[src/rtl/dcache_pkg.sv]
// dcache_pkg: shared types and default sizes
// for the direct-mapped write-through data cache.
package dcache_pkg;
  localparam int SETS_DEF   = 16;
  localparam int ADDR_W_DEF = 30;
  localparam int INDEX_W    = $clog2(SETS_DEF);
  localparam int TAG_W      = ADDR_W_DEF - INDEX_W;

  typedef enum logic [1:0] {
    IDLE,
    RD_MISS,
    WR_BUSY,
    DONE
  } dcache_state_t;
endpackage

[src/rtl/dcache_if.sv]
// dcache_if: CPU memory-stage side and backing
// memory side of the data cache in one bundle.
interface dcache_if
  import dcache_pkg::*;
  #(parameter int ADDR_W = ADDR_W_DEF);
  logic              cpu_req;
  logic              cpu_we;
  logic [ADDR_W-1:0] cpu_addr;
  logic [31:0]       cpu_wdata;
  logic [31:0]       cpu_rdata;
  logic              cpu_stall;
  logic              hit;
  logic              mem_req;
  logic              mem_we;
  logic [ADDR_W-1:0] mem_addr;
  logic [31:0]       mem_wdata;
  logic              mem_ack;
  logic [31:0]       mem_rdata;

  modport master (
    output cpu_req, cpu_we, cpu_addr, cpu_wdata,
    output mem_ack, mem_rdata,
    input  cpu_rdata, cpu_stall, hit,
    input  mem_req, mem_we, mem_addr, mem_wdata
  );

  modport slave (
    input  cpu_req, cpu_we, cpu_addr, cpu_wdata,
    input  mem_ack, mem_rdata,
    output cpu_rdata, cpu_stall, hit,
    output mem_req, mem_we, mem_addr, mem_wdata
  );
endinterface

[src/rtl/dcache_array.sv]
// dcache_array: valid/tag/data storage, one async
// read port, one sync write port, valid cleared on reset.
module dcache_array
  import dcache_pkg::*;
#(
  parameter int SETS = SETS_DEF,
  parameter int IW   = INDEX_W,
  parameter int TW   = TAG_W
) (
  input  logic          clk,
  input  logic          rst,
  input  logic [IW-1:0] ridx_i,
  output logic          rvalid_o,
  output logic [TW-1:0] rtag_o,
  output logic [31:0]   rdata_o,
  input  logic          we_i,
  input  logic [IW-1:0] widx_i,
  input  logic [TW-1:0] wtag_i,
  input  logic [31:0]   wdata_i
);
  logic [SETS-1:0] valid_q;
  logic [TW-1:0]   tag_q  [SETS];
  logic [31:0]     data_q [SETS];

  // Valid bits: the only storage that needs a reset.
  always_ff @(posedge clk or negedge rst) begin
    if (!rst) valid_q <= '0;
    else if (we_i) valid_q[widx_i] <= 1'b1;
  end

  // Tag and data arrays are plain write-enabled storage.
  always_ff @(posedge clk) begin
    if (we_i) begin
      tag_q[widx_i]  <= wtag_i;
      data_q[widx_i] <= wdata_i;
    end
  end

  assign rvalid_o = valid_q[ridx_i];
  assign rtag_o   = tag_q[ridx_i];
  assign rdata_o  = data_q[ridx_i];
endmodule

[src/rtl/dcache_ctrl.sv]
// dcache_ctrl: write-through, no-write-allocate
// direct-mapped data cache with a blocking miss FSM.
module dcache_ctrl
  import dcache_pkg::*;
#(
  parameter int SETS   = SETS_DEF,
  parameter int ADDR_W = ADDR_W_DEF
) (
  input logic     clk,
  input logic     rst,
  dcache_if.slave bus
);
  localparam int IW = $clog2(SETS);
  localparam int TW = ADDR_W - IW;

  dcache_state_t     state_q, state_d;
  logic [ADDR_W-1:0] addr_q, addr_d;
  logic [31:0]       wdata_q, wdata_d;
  logic [31:0]       rdata_q, rdata_d;

  logic [ADDR_W-1:0] look_addr;
  logic              line_v;
  logic [TW-1:0]     line_tag;
  logic [31:0]       line_data;
  logic              match;
  logic              arr_we;
  logic [31:0]       arr_wdata;
  logic              stall, hit, mreq, mwe;
  logic [31:0]       rdata;

  // Outside IDLE the array is looked up with the held request.
  assign look_addr = (state_q == IDLE) ? bus.cpu_addr : addr_q;
  assign match = line_v && (line_tag == look_addr[ADDR_W-1:IW]);

  dcache_array #(
    .SETS(SETS),
    .IW  (IW),
    .TW  (TW)
  ) u_array (
    .clk     (clk),
    .rst     (rst),
    .ridx_i  (look_addr[IW-1:0]),
    .rvalid_o(line_v),
    .rtag_o  (line_tag),
    .rdata_o (line_data),
    .we_i    (arr_we),
    .widx_i  (addr_q[IW-1:0]),
    .wtag_i  (addr_q[ADDR_W-1:IW]),
    .wdata_i (arr_wdata)
  );

  // Next state, request latches and all outputs.
  always_comb begin
    state_d   = state_q;
    addr_d    = addr_q;
    wdata_d   = wdata_q;
    rdata_d   = rdata_q;
    stall     = 1'b0;
    hit       = 1'b0;
    mreq      = 1'b0;
    mwe       = 1'b0;
    rdata     = '0;
    arr_we    = 1'b0;
    arr_wdata = line_data;
    unique case (state_q)
      IDLE: begin
        if (bus.cpu_req) begin
          if (!bus.cpu_we && match) begin
            hit   = 1'b1;
            rdata = line_data;
          end else begin
            stall   = 1'b1;
            addr_d  = bus.cpu_addr;
            wdata_d = bus.cpu_wdata;
            state_d = bus.cpu_we ? WR_BUSY : RD_MISS;
          end
        end
      end
      RD_MISS: begin
        stall = 1'b1;
        mreq  = 1'b1;
        if (bus.mem_ack) begin
          arr_we    = 1'b1;
          arr_wdata = bus.mem_rdata;
          rdata_d   = bus.mem_rdata;
          state_d   = DONE;
        end
      end
      WR_BUSY: begin
        stall = 1'b1;
        mreq  = 1'b1;
        mwe   = 1'b1;
        if (bus.mem_ack) begin
          arr_we    = match;
          arr_wdata = wdata_q;
          state_d   = DONE;
        end
      end
      DONE: begin
        rdata   = rdata_q;
        state_d = IDLE;
      end
      default: state_d = IDLE;
    endcase
  end

  // State and request latches, cleared asynchronously.
  always_ff @(posedge clk or negedge rst) begin
    if (!rst) begin
      state_q <= IDLE;
      addr_q  <= '0;
      wdata_q <= '0;
      rdata_q <= '0;
    end else begin
      state_q <= state_d;
      addr_q  <= addr_d;
      wdata_q <= wdata_d;
      rdata_q <= rdata_d;
    end
  end

  // Reset holds the pipeline free even with a request pending.
  assign bus.cpu_stall = stall & rst;
  assign bus.hit       = hit & rst;
  assign bus.cpu_rdata = rdata;
  assign bus.mem_req   = mreq;
  assign bus.mem_we    = mwe;
  assign bus.mem_addr  = addr_q;
  assign bus.mem_wdata = wdata_q;
endmodule
[src/flat_wrapper.sv]
// flat-port wrapper written by rule: the top's interface ports become plain ports
module dcache_ctrl_flat import dcache_pkg::*;
#(
  parameter int SETS   = SETS_DEF,
  parameter int ADDR_W = ADDR_W_DEF
)
  (clk, rst, bus_cpu_req, bus_cpu_we, bus_cpu_addr, bus_cpu_wdata, bus_mem_ack, bus_mem_rdata, bus_cpu_rdata, bus_cpu_stall, bus_hit, bus_mem_req, bus_mem_we, bus_mem_addr, bus_mem_wdata);
  dcache_if #(.ADDR_W(ADDR_W)) bus_i ();
  input logic clk;
  input logic rst;
  input wire logic [$bits(bus_i.cpu_req)-1:0] bus_cpu_req;
  input wire logic [$bits(bus_i.cpu_we)-1:0] bus_cpu_we;
  input wire logic [$bits(bus_i.cpu_addr)-1:0] bus_cpu_addr;
  input wire logic [$bits(bus_i.cpu_wdata)-1:0] bus_cpu_wdata;
  input wire logic [$bits(bus_i.mem_ack)-1:0] bus_mem_ack;
  input wire logic [$bits(bus_i.mem_rdata)-1:0] bus_mem_rdata;
  output wire logic [$bits(bus_i.cpu_rdata)-1:0] bus_cpu_rdata;
  output wire logic [$bits(bus_i.cpu_stall)-1:0] bus_cpu_stall;
  output wire logic [$bits(bus_i.hit)-1:0] bus_hit;
  output wire logic [$bits(bus_i.mem_req)-1:0] bus_mem_req;
  output wire logic [$bits(bus_i.mem_we)-1:0] bus_mem_we;
  output wire logic [$bits(bus_i.mem_addr)-1:0] bus_mem_addr;
  output wire logic [$bits(bus_i.mem_wdata)-1:0] bus_mem_wdata;
  assign bus_i.cpu_req = bus_cpu_req;
  assign bus_i.cpu_we = bus_cpu_we;
  assign bus_i.cpu_addr = bus_cpu_addr;
  assign bus_i.cpu_wdata = bus_cpu_wdata;
  assign bus_i.mem_ack = bus_mem_ack;
  assign bus_i.mem_rdata = bus_mem_rdata;
  assign bus_cpu_rdata = bus_i.cpu_rdata;
  assign bus_cpu_stall = bus_i.cpu_stall;
  assign bus_hit = bus_i.hit;
  assign bus_mem_req = bus_i.mem_req;
  assign bus_mem_we = bus_i.mem_we;
  assign bus_mem_addr = bus_i.mem_addr;
  assign bus_mem_wdata = bus_i.mem_wdata;
  dcache_ctrl #(.SETS(SETS), .ADDR_W(ADDR_W)) u_core (.clk(clk), .rst(rst), .bus(bus_i));
endmodule
[config.mk]
export PLATFORM = sky130hd
export DESIGN_NAME = dcache_ctrl_flat
export DESIGN_NICKNAME = d
export VERILOG_FILES = /design/src/rtl/dcache_pkg.sv /design/src/rtl/dcache_if.sv /design/src/rtl/dcache_array.sv /design/src/rtl/dcache_ctrl.sv /design/src/flat_wrapper.sv
export SDC_FILE = /design/constraint.sdc
export NUM_CORES = 1
export LEC_CHECK = 0
export CAP_MARGIN = 20
export CORE_AREA = 5 5 327 329
export CTS_CLUSTER_DIAMETER = 200
export CTS_CLUSTER_SIZE = 20
export DETAILED_ROUTE_END_ITERATION = 8
export DIE_AREA = 0 0 332 334
export GPL_TIMING_DRIVEN = 0
export PLACE_DENSITY_LB_ADDON = 0.05
export SLEW_MARGIN = 30
export SYNTH_ARGS = -nofsm -noshare
export SYNTH_HDL_FRONTEND = slang
export SYNTH_HIERARCHICAL = 1
export SYNTH_SLANG_ARGS = --single-unit
[constraint.sdc]
create_clock -name clk -period 26.1 [get_ports clk]
set_input_delay 2.61 -clock clk [delete_from_list [all_inputs] [get_ports clk]]
set_output_delay 2.61 -clock clk [all_outputs]
set_load 0.01 [all_outputs]
==> impl_metrics.csv, run 1 <==
group,metric,value,unit
critical_path,critPathCaptureType,"output port",
clocking,cts_setup_buffers,0,
outcome,status,"complete, no violations",
global_routing,grt_pass1_wl,168,mm
global_routing,grt_max_degree,63,
timing,fin_tns_setup,0,ns
timing,fmax,0.0853,GHz
timing,fin_crit_sh,44.9,%
timing,period_needed,11.73,ns
cells_and_area,most-common-layout-cells,"edfxtp_1 (928), mux4_2 (236), clkdlybuf4s50_1 (195), a22oi_1 (150), dfrtp_1 (112)",
detailed_routing,vias,21100,
global_routing,grt_pass1_vias,22300,
detailed_routing,wirelength,118,mm
logic_synthesis,netlist_area,41100,um2
critical_path,worst-setup-path-type,"primary input to output port",
worst_hold_path,min_from,"u_core/u_array/valid_q[7]",
power_and_ir_drop,power.density,123,nW/um2
critical_path,crit_required,23.49,ns
detailed_routing,drt-pass1-iter-count,5,
timing,fin_skew,0.0234,ns
die,rows,118,
placement,placed_cells,3632,
critical_path,start_kind,"primary input",
timing,hold_viol,0,
logic_synthesis,synth_seq_cells,1040,
cells_and_area,syn_to_final_growth,18.0,%
detailed_routing,remaining_drc_errors,0,
clocking,cts_hold_buf,0,
critical_path,worstReg2RegStart,"u_core/state_q[1]",
timing,setup-violations-final,0,
critical_path,path_cells,"clkdlybuf4s50_1, mux2_2, nor2_1, clkbuf_1, clkbuf_1, a22oi_1, nand2_1, xnor2_1, nor3_1, nand4b_2, nor4_4, buf_6, a22o_1, clkdlybuf4s50_1",
timing,worst-slew-pin-transition,1.04,ns
critical_path,crit_fanout,10,
clocking,cts_tree,"yes",
logic_synthesis,syn_nets,2050,
logic_synthesis,ys_async_sr_fraction,10.8,%
critical_path,cp_top_family,"simple AND/OR/NAND/NOR gates",
global_routing,grt_usage,21.1,%
worst_hold_path,hold_path_class,"flop to flop",
global_routing,antenna_found_initial,2,
clocking,clk_path_buf_depth,3,
logic_synthesis,yosys_warnings,6,
die,coreArea,103000,um2
die,die_x,332,um
power_and_ir_drop,ir_worst_vdd,61.5,uV
logic_synthesis,synth_top_flop_cell,"edfxtp_1",
critical_path,cp-startpoint,"bus_cpu_addr[2]",
cells_and_area,final_cells,3741,
die,die_area,111000,um2
die,start_util,39.8,%
critical_path,max_stage_delay,0.84,ns
clocking,htree_levels,2,
logic_synthesis,synth_area_leaders,"edfxtp_1 (68%), mux4_2 (13%), dfrtp_1 (6.8%), a22oi_1 (2.7%), mux2_4 (2.2%)",
cells_and_area,fin_nets,2415,
clocking,clkLatencyLatePin,0.68,ns
detailed_routing,ant_nets,0,
clocking,clock_sinks,1040,
timing,rsz0062_at_grt,"no",
cells_and_area,postLayoutCoreUtil,47.0,%
timing,relSlewSlack,30.1,%
cells_and_area,drive_gt1_share,26.3,%
critical_path,slowest_stage,"nor3_1",
detailed_routing,routed_via_density,5.64,
die,ios,197,
timing,hold_ws,0.472,ns
critical_path,cp.arrival,9.12,ns
run,cap_violations,0,
die,die_y,334,um
clocking,path_clk_slew,0.09,ns
logic_synthesis,ys_seq_area_share,74.7,%
timing,timing.final.max_slew_violations,0,
cells_and_area,layout_commonest_cell,"edfxtp_1",
logic_synthesis,yosys.area.top_type_share,67.8,%
logic_synthesis,yosysUniqueCellTypes,53,
power_and_ir_drop,leakage,15.9,nW
power_and_ir_drop,p_total,5.98,mW
logic_synthesis,postSynthAreaPerCell,21.1,um2
clocking,cts_root_buffer,"clkbuf_16",
global_routing,overflow,0,
placement,hpwl,81.0,mm
clocking,cts-resized-gates,0,
detailed_routing,wire_per_inst,31.6,um
logic_synthesis,netlist_instances,1946,
detailed_routing,drt_first_iter_violations,1814,
clocking,cts-buffers-inserted,57,
placement,globalplace.congestion,0.720,
logic_synthesis,synth_edf_count,928,
placement,io_buffers,196,
critical_path,path_buf_inv,5,
logic_synthesis,synth_top_area_cell,"edfxtp_1",
## power by group
part | total [mW] | internal (mW) | switching (mW)
logic | 2.49 | 0.972 | 1.52
clock network | 0.940 | 0.415 | 0.525
registers | 2.55 | 2.38 | 0.167
total | 5.98 | 3.77 | 2.21
## final timing paths
path,slack [ns],cells past startpoint,to
max,14.37,14,bus_cpu_rdata[14]
min reg2reg,0.47,1,u_core/u_array/valid_q[7]
min in group asynchronous,1.86,1,u_core/bus.mem_wdata[13]
max in group asynchronous,23.44,2,u_core/bus.mem_addr[5]
max reg2reg,17.95,22,u_core/u_array/data_q[8][12]
min,0.47,1,u_core/u_array/valid_q[7]
## registers in the layout (all words and copies together), names as in the netlist
name and count:
u_core/u_array/tag_q 416, u_core/rdata_q 32, u_core/bus.mem_wdata 32, u_core/u_array/valid_q 16, u_core/bus.mem_addr 30, u_core/u_array/data_q 512, u_core/state_q 2
## routing by layer
metal  vias to the layer above  global-route usage, %  routed length, um
met2                       578                   35.4              58500
met5                         -                      0                  0
met3                       128                   3.25               6240
met1                     11600                   29.5              50600
li1                       8820                      -                  -
met4                         0                   4.85               2890
## through the flow
stage / setup slack, ns / instance area [um2]
floorplan: 16.07 / 41100
global placement: 7.02 / 44800
detailed placement: 14.36 / 46800
CTS: 14.34 / 48400
global route: 14.22 / 48500
finish: 14.37 / 48500
## cell usage after synthesis (5+ instances only)
library cell / n
dfrtp_1: 112
nor3_1: 6
nor2_1: 16
buf_6: 10
o21ai_0: 34
inv_1: 5
or2_2: 16
mux4_2: 236
ha_1: 5
nand2_1: 95
mux2_2: 36
mux2_4: 59
xnor2_1: 22
buf_2: 30
mux2i_1: 25
edfxtp_1: 928
a22oi_1: 150
a22o_1: 33
nor4_1: 5
clkbuf_1: 66
buf_12: 7
## cells by family (layout without fill, tap and decap cells)
group | count (synthesis) | after routing | share of synthesized area [%]
buffers and inverters | 120 | 531 | 1.68
AO/OA/AOI/OAI | 230 | 230 | 4.12
AND/OR/NAND/NOR | 166 | 166 | 2.03
other | 0 | 4 | 0
XOR/XNOR | 25 | 25 | 0.533
flip-flops | 1040 | 1040 | 74.7
adder cells (fa/ha/maj) | 5 | 5 | 0.152
multiplexers | 360 | 360 | 16.8
## layout make-up
cell class	instances	area [um2]
inverters	5	18.8
plain buffers	115	682
fillers	8622	54700
flip-flops and latches	1040	30700
repair buffers	306	3850
diodes	4	10.0
well taps	1380	1730
clock buffers	105	1610
multi-input cells	786	9910
No activity file was read; power rests on OpenSTA's default activity.
==> inputs of run 2 (changes only) <==
==> constraint.sdc (replaced) <==
create_clock -name clk -period 11.8 [get_ports clk]
set_input_delay 1.18 -clock clk [delete_from_list [all_inputs] [get_ports clk]]
set_output_delay 1.18 -clock clk [all_outputs]
set_load 0.01 [all_outputs]
==> results of run 2 <==
Same layout as run 1 (identical final DEF). Status: complete, no violations.
Main changes from that run: setup slack after placement 14.36 ns -> 2.92 ns; setup slack after layout 14.37 ns -> 2.27 ns; hold slack 0.472 ns -> 0.430 ns; start point of the critical path bus_cpu_addr[2] -> u_core/state_q[1]; register-to-register setup slack 17.95 ns -> 3.65 ns; total power 5.98 mW -> 13.2 mW; worst IR drop on VDD 61.5 uV -> 136 uV
